$ cat src/rtl/ldst_pkg.sv
// Shared encodings for the EXE-stage load/store request issuer:
// access sizes, issuer FSM states and byte-strobe patterns.
package ldst_pkg;

  localparam logic [1:0] SZ_B = 2'd0;
  localparam logic [1:0] SZ_H = 2'd1;
  localparam logic [1:0] SZ_W = 2'd2;

  typedef enum logic [1:0] {
    IDLE = 2'd0,
    REQ  = 2'd1,
    SENT = 2'd2
  } ldst_state_e;

  localparam logic [3:0] STRB_NONE = 4'b0000;
  localparam logic [3:0] STRB_B0   = 4'b0001;
  localparam logic [3:0] STRB_HLO  = 4'b0011;
  localparam logic [3:0] STRB_HHI  = 4'b1100;
  localparam logic [3:0] STRB_W    = 4'b1111;

endpackage

$ cat src/rtl/ldst_fmt.sv
// Combinational formatter: misalignment detect, byte strobes and
// replicated write data for a load/store of the given size.
module ldst_fmt
  import ldst_pkg::*;
(
  input  logic        op_store,
  input  logic [1:0]  size,
  input  logic [1:0]  addr_lo,
  input  logic [31:0] st_data,
  output logic        misalign,
  output logic [3:0]  wstrb,
  output logic [31:0] wdata
);

  // Decode size into alignment check, lane strobes and lane-replicated data.
  always_comb begin
    misalign = 1'b0;
    wstrb    = STRB_NONE;
    wdata    = st_data;
    case (size)
      SZ_B: begin
        wstrb = STRB_B0 << addr_lo;
        wdata = {4{st_data[7:0]}};
      end
      SZ_H: begin
        misalign = addr_lo[0];
        wstrb    = addr_lo[1] ? STRB_HHI : STRB_HLO;
        wdata    = {2{st_data[15:0]}};
      end
      SZ_W: begin
        misalign = |addr_lo;
        wstrb    = STRB_W;
      end
      default: ;
    endcase
    // Loads never write any byte lane.
    if (!op_store) wstrb = STRB_NONE;
  end

endmodule

$ cat src/rtl/exe_ldst_req.sv
// EXE-stage load/store request issuer. Checks alignment, drives the data
// SRAM-like request channel (holding req until addr_ok), produces EXE
// ready_go / MEM cancel flags, and counts accepted-but-cancelled requests so
// their data_ok can be discarded.
// Optional wait-cycle counter: define EXE_LDST_PERF_EN.
module exe_ldst_req
  import ldst_pkg::*;
#(
  parameter int MAX_OUTST = 2
) (
  input  logic        clk,
  input  logic        resetn,
  input  logic        in_valid,
  input  logic        op_load,
  input  logic        op_store,
  input  logic [1:0]  op_size,
  input  logic [31:0] vaddr,
  input  logic [31:0] st_data,
  input  logic        exc_in,
  input  logic        flush,
  input  logic        mem_cancel,
  input  logic        out_allowin,
  output logic        data_sram_req,
  output logic        data_sram_wr,
  output logic [1:0]  data_sram_size,
  output logic [3:0]  data_sram_wstrb,
  output logic [31:0] data_sram_addr,
  output logic [31:0] data_sram_wdata,
  input  logic        data_sram_addr_ok,
  input  logic        data_sram_data_ok,
  output logic        ready_go,
  output logic        ale,
  output logic        ls_cancel,
  output logic        req_sent,
  output logic        resp_discard,
  output logic [31:0] perf_wait_cyc
);

  localparam int CW = $clog2(MAX_OUTST + 1);
  localparam logic [CW-1:0] CNT_MAX = CW'(MAX_OUTST);

  ldst_state_e   state_q, state_d;
  logic          flushed_q, flushed_d;
  logic [CW-1:0] cnt_q, cnt_d;
  logic          wr_q, wr_d;
  logic [1:0]    size_q, size_d;
  logic [3:0]    strb_q, strb_d;
  logic [31:0]   addr_q, addr_d;
  logic [31:0]   wdata_q, wdata_d;

  logic        need, blk, issue, cancel_acc, cnt_dec;
  logic        fmt_misalign;
  logic [3:0]  fmt_wstrb;
  logic [31:0] fmt_wdata;

  ldst_fmt u_fmt (
    .op_store (op_store),
    .size     (op_size),
    .addr_lo  (vaddr[1:0]),
    .st_data  (st_data),
    .misalign (fmt_misalign),
    .wstrb    (fmt_wstrb),
    .wdata    (fmt_wdata)
  );

  assign need  = in_valid & (op_load | op_store);
  assign ale   = need & fmt_misalign;
  assign blk   = exc_in | ale | flush | mem_cancel;
  assign issue = need & ~blk;

  // Next-state and channel/pipeline outputs; REQ replays the captured request
  // so the channel stays stable even if EXE is flushed underneath it.
  always_comb begin
    state_d         = state_q;
    flushed_d       = flushed_q;
    cancel_acc      = 1'b0;
    data_sram_req   = 1'b0;
    ready_go        = ~need;
    ls_cancel       = 1'b0;
    req_sent        = 1'b0;
    data_sram_wr    = op_store;
    data_sram_size  = op_size;
    data_sram_wstrb = fmt_wstrb;
    data_sram_addr  = vaddr;
    data_sram_wdata = fmt_wdata;
    case (state_q)
      IDLE: begin
        data_sram_req = issue;
        if (need && blk) begin
          ls_cancel = 1'b1;
          ready_go  = 1'b1;
        end
        if (issue && data_sram_addr_ok) begin
          ready_go = 1'b1;
          state_d  = SENT;
        end else if (issue) begin
          state_d   = REQ;
          flushed_d = 1'b0;
        end
      end
      REQ: begin
        data_sram_req   = 1'b1;
        data_sram_wr    = wr_q;
        data_sram_size  = size_q;
        data_sram_wstrb = strb_q;
        data_sram_addr  = addr_q;
        data_sram_wdata = wdata_q;
        if (flush) flushed_d = 1'b1;
        if (data_sram_addr_ok) begin
          flushed_d = 1'b0;
          if (flush || flushed_q) begin
            state_d    = IDLE;
            cancel_acc = 1'b1;
          end else begin
            state_d = SENT;
          end
        end
      end
      SENT: begin
        ready_go = 1'b1;
        req_sent = 1'b1;
        if (flush) begin
          state_d    = IDLE;
          cancel_acc = 1'b1;
        end else if (out_allowin) begin
          state_d = IDLE;
        end
      end
      default: state_d = IDLE;
    endcase
  end

  // Capture the request fields on the cycle a request first goes out.
  always_comb begin
    wr_d    = wr_q;
    size_d  = size_q;
    strb_d  = strb_q;
    addr_d  = addr_q;
    wdata_d = wdata_q;
    if (state_q == IDLE && issue) begin
      wr_d    = op_store;
      size_d  = op_size;
      strb_d  = fmt_wstrb;
      addr_d  = vaddr;
      wdata_d = fmt_wdata;
    end
  end

  // Discard counter: +1 per cancelled accept, -1 per discarded data_ok.
  assign cnt_dec      = data_sram_data_ok & (cnt_q != '0);
  assign resp_discard = cnt_dec;

  always_comb begin
    cnt_d = cnt_q;
    if (cancel_acc && !cnt_dec) begin
      if (cnt_q != CNT_MAX) cnt_d = cnt_q + CW'(1);
    end else if (cnt_dec && !cancel_acc) begin
      cnt_d = cnt_q - CW'(1);
    end
  end

  // Control state register.
  always_ff @(posedge clk) begin
    if (!resetn) begin
      state_q   <= IDLE;
      flushed_q <= 1'b0;
      cnt_q     <= '0;
    end else begin
      state_q   <= state_d;
      flushed_q <= flushed_d;
      cnt_q     <= cnt_d;
    end
  end

  // Request payload register (no reset; only read while in REQ).
  always_ff @(posedge clk) begin
    wr_q    <= wr_d;
    size_q  <= size_d;
    strb_q  <= strb_d;
    addr_q  <= addr_d;
    wdata_q <= wdata_d;
  end

  // More cancelled requests in flight than MAX_OUTST means responses are lost.
  a_cnt_no_overflow : assert property (@(posedge clk) disable iff (!resetn)
    !(cancel_acc && !cnt_dec && cnt_q == CNT_MAX));

`ifdef EXE_LDST_PERF_EN
  logic [31:0] perf_q, perf_d;

  // Count cycles a held request waits for addr_ok.
  always_comb begin
    perf_d = perf_q;
    if (state_q == REQ && !data_sram_addr_ok) perf_d = perf_q + 32'd1;
  end

  // Wait-cycle counter register.
  always_ff @(posedge clk) begin
    if (!resetn) perf_q <= 32'd0;
    else         perf_q <= perf_d;
  end

  assign perf_wait_cyc = perf_q;
`else
  assign perf_wait_cyc = 32'd0;
`endif

endmodule

$ cat config.mk
export PLATFORM = sky130hd
export DESIGN_NAME = exe_ldst_req
export DESIGN_NICKNAME = d
export VERILOG_FILES = /design/src/rtl/ldst_pkg.sv /design/src/rtl/ldst_fmt.sv /design/src/rtl/exe_ldst_req.sv
export SDC_FILE = /design/constraint.sdc
export NUM_CORES = 1
export LEC_CHECK = 0
export BUFFER_PORTS_ARGS = -buffer_cell sky130_fd_sc_hd__buf_2
export CORE_AREA = 2 2 105 107
export DETAILED_ROUTE_END_ITERATION = 16
export DIE_AREA = 0 0 107 109
export PLACE_DENSITY = 0.78
export SLEW_MARGIN = 0
export SYNTH_ARGS = -nofsm -noshare
export SYNTH_HDL_FRONTEND = slang
export SYNTH_SLANG_ARGS = --single-unit
$ cat constraint.sdc
create_clock -name clk -period 5.9 [get_ports clk]
set_clock_uncertainty 0.1 [all_clocks]
set_input_delay 0.295 -clock clk [delete_from_list [all_inputs] [get_ports clk]]
set_output_delay 0.295 -clock clk [all_outputs]
set_load 0.02 [all_outputs]
# Yosys cells after proc, flatten, opt, wreduce, memory -nomap -nowiden
# Cells that the tools add are included.
[totals] output_inout_bits=109 in_bits=77 reg_bits=76
[op_classes] muxes=36 reduce_logical=17 n_shift=1 addsub=2 n_bitwise=10 eq_ne=12
[op_table] cell="two-way mux 32 bit" n=2
[op_table] cell="one-hot mux 32 bit (2 select lines)" n=1
[op_table] cell="two-way mux 2 bit" n=10
[op_table] cell="two-way mux 1 bit" n=13
[op_table] cell="two-way mux 4 bit" n=3
[op_table] cell="one-hot mux 4 bit (3 select lines)" n=1
[op_table] cell="one-hot mux 1 bit (2 select lines)" n=5
[op_table] cell="inequality test 3 bit, second input constant" n=3
[op_table] cell="inequality test 2 bit, second input constant" n=4
[op_table] cell="one-hot mux 2 bit (3 select lines)" n=1
[op_table] cell="nonzero test 2 bit" n=3
[op_table] cell="logical AND 1 bit" n=5
[op_table] cell="AND 1 bit" n=4
[op_table] cell="== test 2 x 1 -> 1 bit, second input constant" n=2
[op_table] cell="== test 2 bit, second input constant" n=2
[op_table] cell="zero test 2 bit" n=2
[op_table] cell="OR 1 bit" n=4
[op_table] cell="AND reduction 4 bit" n=1
[op_table] cell="<< shifter 1 x 2 -> 4 bit, first input constant" n=1
[op_table] cell="AND reduction 3 bit" n=1
[op_table] cell="adder 2 x 1 -> 2 bit, second input constant" n=1
[op_table] cell="zero test 1 bit" n=2
[op_table] cell="inequality test 2 x 1 -> 1 bit, second input constant" n=1
[op_table] cell="inverter 1 bit" n=2
[op_table] cell="4 further kinds" n=4

# Logic depth before layout (Yosys ltp)
# Gate-level depths: netlist (run 1).
[depth] depth_word=11 ltp_mapped=8 ltp_nobuf=6

# Hierarchy
# Synthesis (run 1) repeated with hierarchy kept, for this count alone.
[unflattened] cells_unflattened=302 hier_area_um2=4147.7
[by_module_without_submodules] mod="exe_ldst_req" n_inst=1 cells_each=237 area_per_inst_um2=3628.5
[by_module_without_submodules] mod="ldst_fmt" n_inst=1 cells_each=65 area_per_inst_um2=519.2

# Worst setup path before layout (run 1)
# Ideal clock, no wire load.
[synth_timing] kind="input-to-reg" from="input port op_size[0]" to="register addr_q[0], enable pin" t_required_ps=5300 path_stages=5 setup_ps=500 slack_ps=1381 arrival_time_ps=3918 cell_sequence="inv_1 ha_1 nand3_1 nand3_1 nor2_1"
[synth_via] elab_chain_cells=9
[synth_lines] element="from (decl)" line_no="exe_ldst_req.sv:16" text="input logic [1:0] op_size,"
[synth_lines] element="== test 2 bit or == test 2 x 1 -> 1 bit (tied branches)" line_no="ldst_fmt.sv:20" text="case (size)"
[synth_lines] element="one-hot mux 1 bit (2 select lines) *" line_no="ldst_fmt.sv:20"
[synth_lines] element="AND 1 bit *" line_no="exe_ldst_req.sv:67" text="assign ale = need & fmt_misalign;"
[synth_lines] element="OR 1 bit * (3 in series)" line_no="exe_ldst_req.sv:68" text="assign blk = exc_in | ale | flush | mem_cancel;"
[synth_lines] element="inverter 1 bit *" line_no="exe_ldst_req.sv:69" text="assign issue = need & ~blk;"
[synth_lines] element="AND 1 bit *" line_no="exe_ldst_req.sv:69"
[synth_lines] element="logical AND 1 bit *" line_no="exe_ldst_req.sv:140" text="if (state_q == IDLE && issue) begin"
[synth_lines] element="to (signal assigned)" line_no="exe_ldst_req.sv:180" text="addr_q <= addr_d;"
[synth_lines] element="to (decl)" line_no="exe_ldst_req.sv:48" text="logic [31:0] addr_q, addr_d;"
# Every way passes the cells marked *; elsewhere a longest branch is shown, timed or not.
# A chain may end at the register's enable or synchronous reset.

# Worst setup path after layout (run 1)
[layout_timing] from="input port op_size[0]" to="output port data_sram_wdata[17]"
[layout_via] elab_chain_cells=3
[layout_lines] element="== test 2 x 1 -> 1 bit or zero test 2 bit (tied branches)" line_no="ldst_fmt.sv:20"
[layout_lines] element="one-hot mux 32 bit (2 select lines) *" line_no="ldst_fmt.sv:20"
[layout_lines] element="net fmt_wdata[17]" line_no="exe_ldst_req.sv:54" text="logic [31:0] fmt_wdata;"
[layout_lines] element="two-way mux 32 bit *" line_no="exe_ldst_req.sv:86" text="case (state_q)"
[layout_lines] element="to (decl)" line_no="exe_ldst_req.sv:28" text="output logic [31:0] data_sram_wdata,"
# Mark *: on every way through the listed nets, which the timed path passes. The rest lies on a longest branch.

==> run metrics, run 1 <==
outcome=completed; cells after synthesis=about 320; placed cell area=4920 um^2; antenna violations before repair=0; area of the multi-input gates=approximately 1700 um^2; Reg clk slew, reported paths=80 ps; deepest clock path buffer count=2; Area contributors post-synth=edfxtp_1 (51%), mux2_2 (20%), buf_4 (6.0%); Synth cell types=42; die area=11700 um^2; Post-CTS Setup Bufs=0; critical path class=in2out; clk_lat worst skew=350 ps; Hold Path Class=in2reg; Pwr Density=241 nW/um^2; # rows=38; Via Count=3006; Seq/Total Area, Yosys=0.538; Internal Pwr Total=886 uW; Avg WL per Cell=15.1 um; fill cell count=933; M1 GR Usage=0.200; layout cells sized above 1=0.545; Iteration-0 DRC Markers=160; crit start category=input port; Slew Viols, Final=0; GR Layer Usage met3=0.0371; measured slew at the worst slew-check pin=1150 ps; Root Driver=clkbuf_8; gr usage total=0.152; drt drc=0; Tmin final=2930 ps; Die X=107 um; number of global-route vias before repair=2807; core area=10600 um^2; Slew headroom=0.230; Comb power frac=0.187; largest net degree at the start of global routing=55; Fmax achieved=0.341 GHz; gr ovfl total=0; CTS tree=built; RSZ-0062 raised after global routing=false; # hold bufs at CTS=0; critical path peak fanout=20; CTS Buf Count=9; Final Hold Vio Count=0; Setup TNS=0 ps; CP Capture Type=output pin; synthesized area=4150 um^2; Seq. cell area=~2200 um^2; crit path DAT=2530 ps; synthesized area per cell=13.1 um^2; Initial DRT Pass Iterations=4; switch share=0.282; post-route cell area=5120 um^2; leakage=0.00212 uW; area share of the largest cell type after synthesis=0.514; sink count of the clock tree=76; # port buffers=153; fin crit share=0.497; Seq cells post-synth=76; num ports=186; clock share of power=0.325; gr busiest metal=met2; Max-Cap Viols=0; first-pass GRT wire length=13800 um; post-DP HPWL=6920 um; initial core utilization=0.392; post_cts resized=0; Syn-to-layout area delta=23.4%; die height=109 um; Synth warnings=0; Seq pwr share=0.488; Vias per Instance=slightly below 5; cell taking the most area after synthesis=edfxtp_1; htree depth=3; Final Setup Violations=0; # diodes=0; Routed Antenna Nets=0; drt total wl=9230 um; fin nets=552; switching power=approximately 350 uW; WP data required=5510 ps; Final GP Congestion=approximately 0.85; met2 usage=0.242; VDD IR-drop max=approximately 0.14 mV
[cells in the final DEF, fill, tap and decap left out, types with 3 or more instances in the layout]
cell | netlist | final
conb_1 | 1 | 32
buf_2 | 10 | 153
mux2_2 | 73 | 73
nor2b_1 | 3 | 3
ha_1 | 7 | 6
a22oi_1 | 8 | 8
a22o_1 | 8 | 8
nand3_1 | 3 | 3
inv_1 | 7 | 7
clkbuf_8 | 0 | 9
nand2b_1 | 4 | 4
nand2_1 | 26 | 26
nor2_1 | 9 | 8
edfxtp_1 | 71 | 71
o21ai_0 | 7 | 7
a21oi_1 | 8 | 8
o21a_1 | 3 | 3
dfxtp_1 | 5 | 5
[metrics by stage]
step / utilization / setup slack, ps / total power [uW] / std cells / hold slack (ps)
after floorplan: - / 1380 / 780 / 347 / 294
after global placement: 0.464 / 2750 / 841 / 597 / 386
after detailed placement: 0.464 / 2650 / 846 / 597 / 387
after CTS: 0.483 / 2960 / 1250 / 613 / 7.47
after global routing: 0.483 / 2780 / 1290 / 613 / 11.8
final: 0.483 / 2970 / 1230 / 613 / 29.6
[critical path: stages]
cell,delay [ps]
buf_2,120
inv_1,80
ha_1,450
nor2_2,740
mux2_2,420
mux2_2,260
buf_2,160
[per-layer routing]
metal / wire (um) / vias to the layer above
li1: - / 1424
met3: 720 / 13
met1: 4010 / 1435
met4: 155 / 0
met2: 4350 / 134
met5: 0 / -
[logic make-up after synthesis]
logic type | synth area share
other | 0.000903
flip-flops | 0.538
adder cells (fa/ha/maj) | 0.0211
AO/OA/AOI/OAI | 0.0817
buffers and inverters | 0.0835
AND/OR/NAND/NOR | 0.0651
multiplexers | 0.210
[cells in the mapped netlist (all sizes together)]
library cell / n
o32ai: 1
a211oi: 2
a311o: 1
or2: 1
nand4: 2
a22o: 8
a32o: 1
inv: 9
o211ai: 2
buf: 44
nand3: 3
a21boi: 1
a22oi: 8
nor2b: 3
conb: 1
o31ai: 2
edfxtp: 71
and3: 1
mux2: 75
nand2b: 4
and4: 1
a21o: 1
dfxtp: 5
o21a: 3
a21oi: 8
ha: 7
clkbuf: 1
nor4b: 1
nand2: 27
o21ai: 7
nor3: 1
mux2i: 2
a31o: 1
or3b: 1
nor2: 10
[power by group through the flow]
| stage | sequential, uW | clock [uW] | combinational (uW) |
|---|---|---|---|
| 3_5_place_dp | 614 | 0 | 232 |
| 5_1_grt | 602 | 435 | 249 |
| 6_report | 602 | 401 | 231 |
| 3_3_place_gp | 614 | 0 | 228 |
| 2_1_floorplan | 614 | 0 | 166 |
| 4_1_cts | 602 | 414 | 233 |
[layout make-up]
| type | count | area share |
|---|---|---|
| Clock inverter | 7 | 0.0149 |
| Timing Repair Buffer | 155 | 0.152 |
| Clock buffer | 9 | 0.0242 |
| Multi-Input combinational cell | 217 | 0.332 |
| Tap cell | 140 | 0.0342 |
| Sequential cell | 76 | 0.436 |
| Inverter | 9 | 0.00660 |
[path summary, 6_finish.rpt]
kind	depth (start not counted)	startpoint	to	slack, ps
max	7	op_size[0]	data_sram_wdata[17]	2970
max reg2reg	5	state_q[1]	wdata_q[25]	3200
min	1	vaddr[24]	addr_q[24]	30
min reg2reg	1	state_q[0]	state_q[0]	430
[state kept, by name, indices dropped and copies added (netlist names)]
signal     flops
state_q        2
flushed_q      1
addr_q        32
strb_q         4
wdata_q       32
wr_q           1
cnt_q          2
size_q         2
Note: power is estimated with default switching activity, not from simulation.
==> run 2: changes to the inputs <==
--- a/config.mk
+++ b/config.mk
@@ -9,7 +9,7 @@
 export CORE_AREA = 2 2 105 107
 export DETAILED_ROUTE_END_ITERATION = 16
 export DIE_AREA = 0 0 107 109
-export PLACE_DENSITY = 0.78
+export PLACE_DENSITY = 0.81
 export SLEW_MARGIN = 0
 export SYNTH_ARGS = -nofsm -noshare
 export SYNTH_HDL_FRONTEND = slang
==> constraint.sdc (replaced) <==
create_clock -name clk -period 2.65 [get_ports clk]
set_clock_uncertainty 0.1 [all_clocks]
set_input_delay 0.1325 -clock clk [delete_from_list [all_inputs] [get_ports clk]]
set_output_delay 0.1325 -clock clk [all_outputs]
set_load 0.02 [all_outputs]
==> run 2 against run 1 <==
Against the previous run:
- critical path depth increased by 3
- largest power group unchanged
- combinational power rose to 2.6 times the previous value
- wire length is 18% higher
- critical path type unchanged
- first-iteration DRC count decreased by 23%
- sequential cell count is the same
- via count up 9.5%
- cell area up 14%
- worst hold slack got worse by 6.7 ps
- sequential share of layout area fell by 5.4 points
==> run metrics, run 2 (synthesis results as in run 1) <==
Hold WS=22.9 ps (-6.68 ps); WP data required=2420 ps (-3090 ps); core area=10600 um^2 (unchanged); Hold Path Class=in2reg; Root Driver=clkbuf_8; hold_sp=st_data[14]; critical path class=in2out; Final GP Congestion=0.821 (-3.6%); CTS tree=built; Critical R2R Capture=wdata_q[31]; area of the multi-input gates=1710 um^2 (+0.44%); Iteration-0 DRC Markers=124 (-23%); Fmax achieved=0.395 GHz; layout cells sized above 1=0.487 (-0.0584); die height=109 um (unchanged); crit path DAT=2300 ps (-230 ps); CP Capture Type=output pin; Hold Path End=wdata_q[14]; Slew headroom=0.561 (+0.331); CP Cell Sequence=dlygate4sd3_1 -> buf_2 -> inv_1 -> ha_2 -> buf_6 -> nor2_4 -> buf_8 -> mux2_2 -> mux2_2 -> buf_2; leakage=0.00243 uW (+14%); Final Hold Vio Count=0 (unchanged); Top Registers=addr_q: 32 flops, wdata_q: 32 flops, strb_q: 4 flops; Final Setup Violations=0 (unchanged); RSZ-0062 raised after global routing=false; initial core utilization=0.392 (unchanged); VDD IR-drop max=0.210 mV (+50%); CTS Buf Count=9 (unchanged); Slew Viols, Final=0 (unchanged); Die X=107 um (unchanged); Reg clk slew, reported paths=80 ps (about the same); Routed Antenna Nets=0 (unchanged); Vias per Instance=4.84 (-1.2%); largest net degree at the start of global routing=54 (-1.8%); Util after Layout=0.551 (+0.0679); die area=11700 um^2 (unchanged); drt drc=0 (unchanged); Initial DRT Pass Iterations=4 (unchanged); Setup TNS=0 ps (unchanged); # port buffers=153 (unchanged); fin nets=619 (+12%); critical path peak fanout=11 (-45%); Via Count=3293 (+9.5%); FF-to-FF path depth=5 (unchanged); clk_lat worst skew=340 ps (about the same); # diodes=0 (unchanged); Pwr Density=499 nW/um^2 (+110%); deepest clock path buffer count=2 (unchanged); gr ovfl total=0 (unchanged); # rows=38 (unchanged); R2R Setup Slk=720 ps (-2480 ps); crit start category=input port; Syn-to-layout area delta=40.7%; fin crit share=0.955; r2r startpoint=state_q[0]; post-DP HPWL=7150 um (+3.4%); Avg WL per Cell=16.0 um (+6.5%); fill cell count=880 (-5.7%); CP max-delay cell=dlygate4sd3_1; hold-critical path depth=2 (+1); max incr delay on CP=520 ps (-220 ps); htree depth=3 (unchanged); most frequent cells in the layout=buf_2 (153), mux2_2 (73), edfxtp_1 (71); antenna violations before repair=0 (unchanged); Power, Total=2910 uW (+140%); number of global-route vias before repair=3357 (+20%); sink count of the clock tree=76 (unchanged); outcome=completed; gr usage total=0.180 (+0.0279); most common cell after layout, fill and taps aside=buf_2; Seq. cell area=2230 um^2 (unchanged); Tmin final=2530 ps; drt total wl=10900 um (+18%); first-pass GRT wire length=16300 um (+18%); measured slew at the worst slew-check pin=658 ps (-495 ps); Max-Cap Viols=0 (unchanged); num ports=186 (unchanged)
run 2: how the worst max path moves through the flow:
stage | from | slack [ps] | cells past startpoint | to
finish | op_size[1] | 120 | 10 | data_sram_wdata[20]
global route | op_size[1] | 30 | 10 | data_sram_wdata[22]
CTS | op_size[1] | 30 | 10 | data_sram_wdata[17]
detailed placement | op_size[0] | 490 | 7 | addr_q[25]
global placement | op_size[0] | 570 | 7 | addr_q[25]
floorplan | op_size[0] | 240 | 5 | addr_q[0]
run 2: repair_timing:
action,CTS,global route
hold buffers,61,0
gates resized for setup,0,5
endpoints found under the hold margin,62,0
setup endpoints to repair,0,8
buffers inserted,0,1
run 2: layer usage:
metal | GRT usage | wire (um) | vias up
li1 | - | - | 1553
met1 | 0.221 | 4640 | 1595
met2 | 0.307 | 5460 | 128
met3 | 0.0454 | 615 | 17
met4 | 0.0705 | 192 | 0
met5 | 0 | 0 | -
run 2: power breakdown:
part	total [uW]	leakage (uW)	internal, uW	switching, uW
combinational	612	0.00164	270	342
clock	960	0.000101	525	435
sequential	1340	0.000686	1340	4.33
run 2: final cells by class:
type | count | area share
clock inverters | 7 | 0.0156
well taps | 140 | 0.0300
inverters | 9 | 0.00578
flip-flops and latches | 76 | 0.382
repair buffers | 222 | 0.253
clock buffers | 9 | 0.0212
multi-input cells | 217 | 0.292
run 2: critical path: cells and delay by family:
kind / cells / cell delay, ps
muxes: 2 / 610
and+or+nand+nor: 1 / 170
buffers and inverters: 6 / 1200
adders and majority gates: 1 / 180
run 2: through the flow:
stage | setup WS (ps) | instances | instance area [um^2]
2_1_floorplan | 238 | 347 | 4280
3_3_place_gp | 569 | 601 | 4960
3_5_place_dp | 491 | 601 | 4960
4_1_cts | 26.1 | 678 | 5790
5_1_grt | 34.1 | 680 | 5840
6_report | 120 | 680 | 5840
==> run 3: changes to the inputs <==
--- a/config.mk
+++ b/config.mk
@@ -9,7 +9,7 @@
 export CORE_AREA = 2 2 105 107
 export DETAILED_ROUTE_END_ITERATION = 16
 export DIE_AREA = 0 0 107 109
-export PLACE_DENSITY = 0.81
+export PLACE_DENSITY = 0.78
 export SLEW_MARGIN = 0
 export SYNTH_ARGS = -nofsm -noshare
 export SYNTH_HDL_FRONTEND = slang
==> constraint.sdc (replaced) <==
create_clock -name clk -period 2.35 [get_ports clk]
set_clock_uncertainty 0.1 [all_clocks]
set_input_delay 0.1175 -clock clk [delete_from_list [all_inputs] [get_ports clk]]
set_output_delay 0.1175 -clock clk [all_outputs]
set_load 0.02 [all_outputs]
==> run 3 against run 2 <==
Against the previous run:
- critical path type is now reg2out
- global-route usage grew 0.46 points
- combinational power grew 12%
- sequential power grew 13%
- clock-buffer cell count is the same
- first-iteration DRC count grew 60%
- worst hold slack gained 9.5 ps
- sequential share of layout area shrank 0.28 points
- critical path depth shrank 4
- die area is the same
- cell area grew 0.73%
- via count shrank 0.82%
==> run metrics, run 3 (synthesis results as in run 1) <==
core area=10600 um^2 (unchanged); Pwr Density=577 nW/um^2 (+16%); # rows=38 (unchanged); Syn-to-layout area delta=41.7%; fin crit share=0.928; FF-to-FF path depth=5 (unchanged); deepest clock path buffer count=2 (unchanged); CP Depth=6 (-4); largest net degree at the start of global routing=44 (-19%); r2r startpoint=state_q[1]; Final Hold Vio Count=0 (unchanged); Die X=107 um (unchanged); VDD IR-drop max=0.346 mV (+65%); num ports=186 (unchanged); Setup crit start=state_q[1]; drt drc=0 (unchanged); Initial DRT Pass Iterations=4 (unchanged); CTS tree=built; Avg WL per Cell=16.1 um (+0.57%); Max-Cap Viols=0 (unchanged); WP data required=2130 ps (-290 ps); leakage=0.00245 uW (+1.0%); # port buffers=153 (unchanged); initial core utilization=0.392 (unchanged); Iteration-0 DRC Markers=199 (+60%); Final GP Congestion=0.815 (-0.72%); Final Non-Filler Cells=682 (+0.29%); Reg clk slew, reported paths=90 ps (about the same); kind of cell adding the most delay to the critical path=buffers and inverters; most common cell after layout, fill and taps aside=buf_2; hold-critical path depth=2 (unchanged); # diodes=0 (unchanged); Setup TNS=0 ps (unchanged); outcome=completed; Vias per Instance=4.79 (-1.1%); critical path peak fanout=18 (+7); drt total wl=11000 um (+0.87%); post-route cell area=5880 um^2 (+0.73%); max incr delay on CP=390 ps (-130 ps); CP max-delay cell=mux2_2; most frequent cells in the layout=buf_2 (153), mux2_2 (73), edfxtp_1 (71); Via Count=3266 (-0.82%); Hold WS=32.4 ps (+9.52 ps); Power, Total=3390 uW (+17%); die height=109 um (unchanged); gr ovfl total=0 (unchanged); fin nets=622 (+0.48%); Critical R2R Capture=wdata_q[0]; Hold Path Class=in2reg; Fmax achieved=about 0.46 GHz; Post-CTS Setup Bufs=0 (unchanged); antenna violations before repair=0 (unchanged); htree depth=3 (unchanged); CTS Buf Count=9 (unchanged); crit start category=flip-flop; Tmin final=2180 ps; Routed Antenna Nets=0 (unchanged); sink count of the clock tree=76 (unchanged); Top Registers=addr_q: 32 flops, wdata_q: 32 flops, strb_q: 4 flops; number of global-route vias before repair=3255 (-3.0%); CP Capture Type=output pin; Hold Path End=wdata_q[15]; post-DP HPWL=7390 um (+3.3%); Slew Viols, Final=0 (unchanged); placed cell area=5000 um^2 (+0.66%); first-pass GRT wire length=16500 um (+1.5%); crit path DAT=1960 ps (-340 ps); hold_sp=st_data[15]; die area=11700 um^2 (unchanged); RSZ-0062 raised after global routing=false; R2R Setup Slk=430 ps (-290 ps); Root Driver=clkbuf_8; critical path class=reg2out; CP Cell Sequence=inv_1 -> ha_4 -> inv_2 -> buf_4 -> mux2_2 -> buf_2; WP buf/inv=4 (-2); gr usage total=0.185 (+0.00458); # placed instances=603 (+0.33%); Final Setup Violations=0 (unchanged); layout cells sized above 1=0.487 (about the same); clk_lat worst skew=350 ps (about the same)
run 3: worst max path at each step:
| stage | to | slack (ps) |
|---|---|---|
| final | data_sram_wdata[24] | 170 |
| after global routing | data_sram_wdata[24] | 60 |
| after CTS | data_sram_addr[1] | 10 |
| after detailed placement | data_sram_wdata[22] | 340 |
| after global placement | addr_q[11] | 410 |
| after floorplan | addr_q[0] | 20 |
run 3: power by group:
group,switching [uW],leakage [uW],internal [uW]
logic,384,0.00165,300
registers,5.12,0.000686,1510
clock network,497,0.000120,704
run 3: metal layers:
| metal | global-route usage | up-vias | wire (um) |
|---|---|---|---|
| li1 | - | 1559 | - |
| met1 | 0.226 | 1554 | 4750 |
| met2 | 0.320 | 135 | 5450 |
| met3 | 0.0430 | 18 | 598 |
| met4 | 0.0677 | 0 | 201 |
| met5 | 0 | - | 0 |
run 3: final cells by class:
cell class                      count  area (um^2)
Fill cell                         862         4720
Clock buffer                        9          124
Timing Repair Buffer              225         1490
Clock inverter                      6          113
Tap cell                          140          175
Multi-Input combinational cell    217         1710
Sequential cell                    76         2230
Inverter                            9         33.8
run 3: timing repair:
action / CTS / global route
endpoints found under the setup margin: 0 / 32
hold buffers: 64 / 0
endpoints found under the hold margin: 65 / 0
gates resized for setup: 0 / 1
run 3: per-stage QoR:
stage | setup slack [ps] | utilization
2_1_floorplan | 19.5 | -
3_3_place_gp | 411 | 0.471
3_5_place_dp | 343 | 0.471
4_1_cts | 13.6 | 0.554
5_1_grt | 58.2 | 0.555
6_report | 168 | 0.555
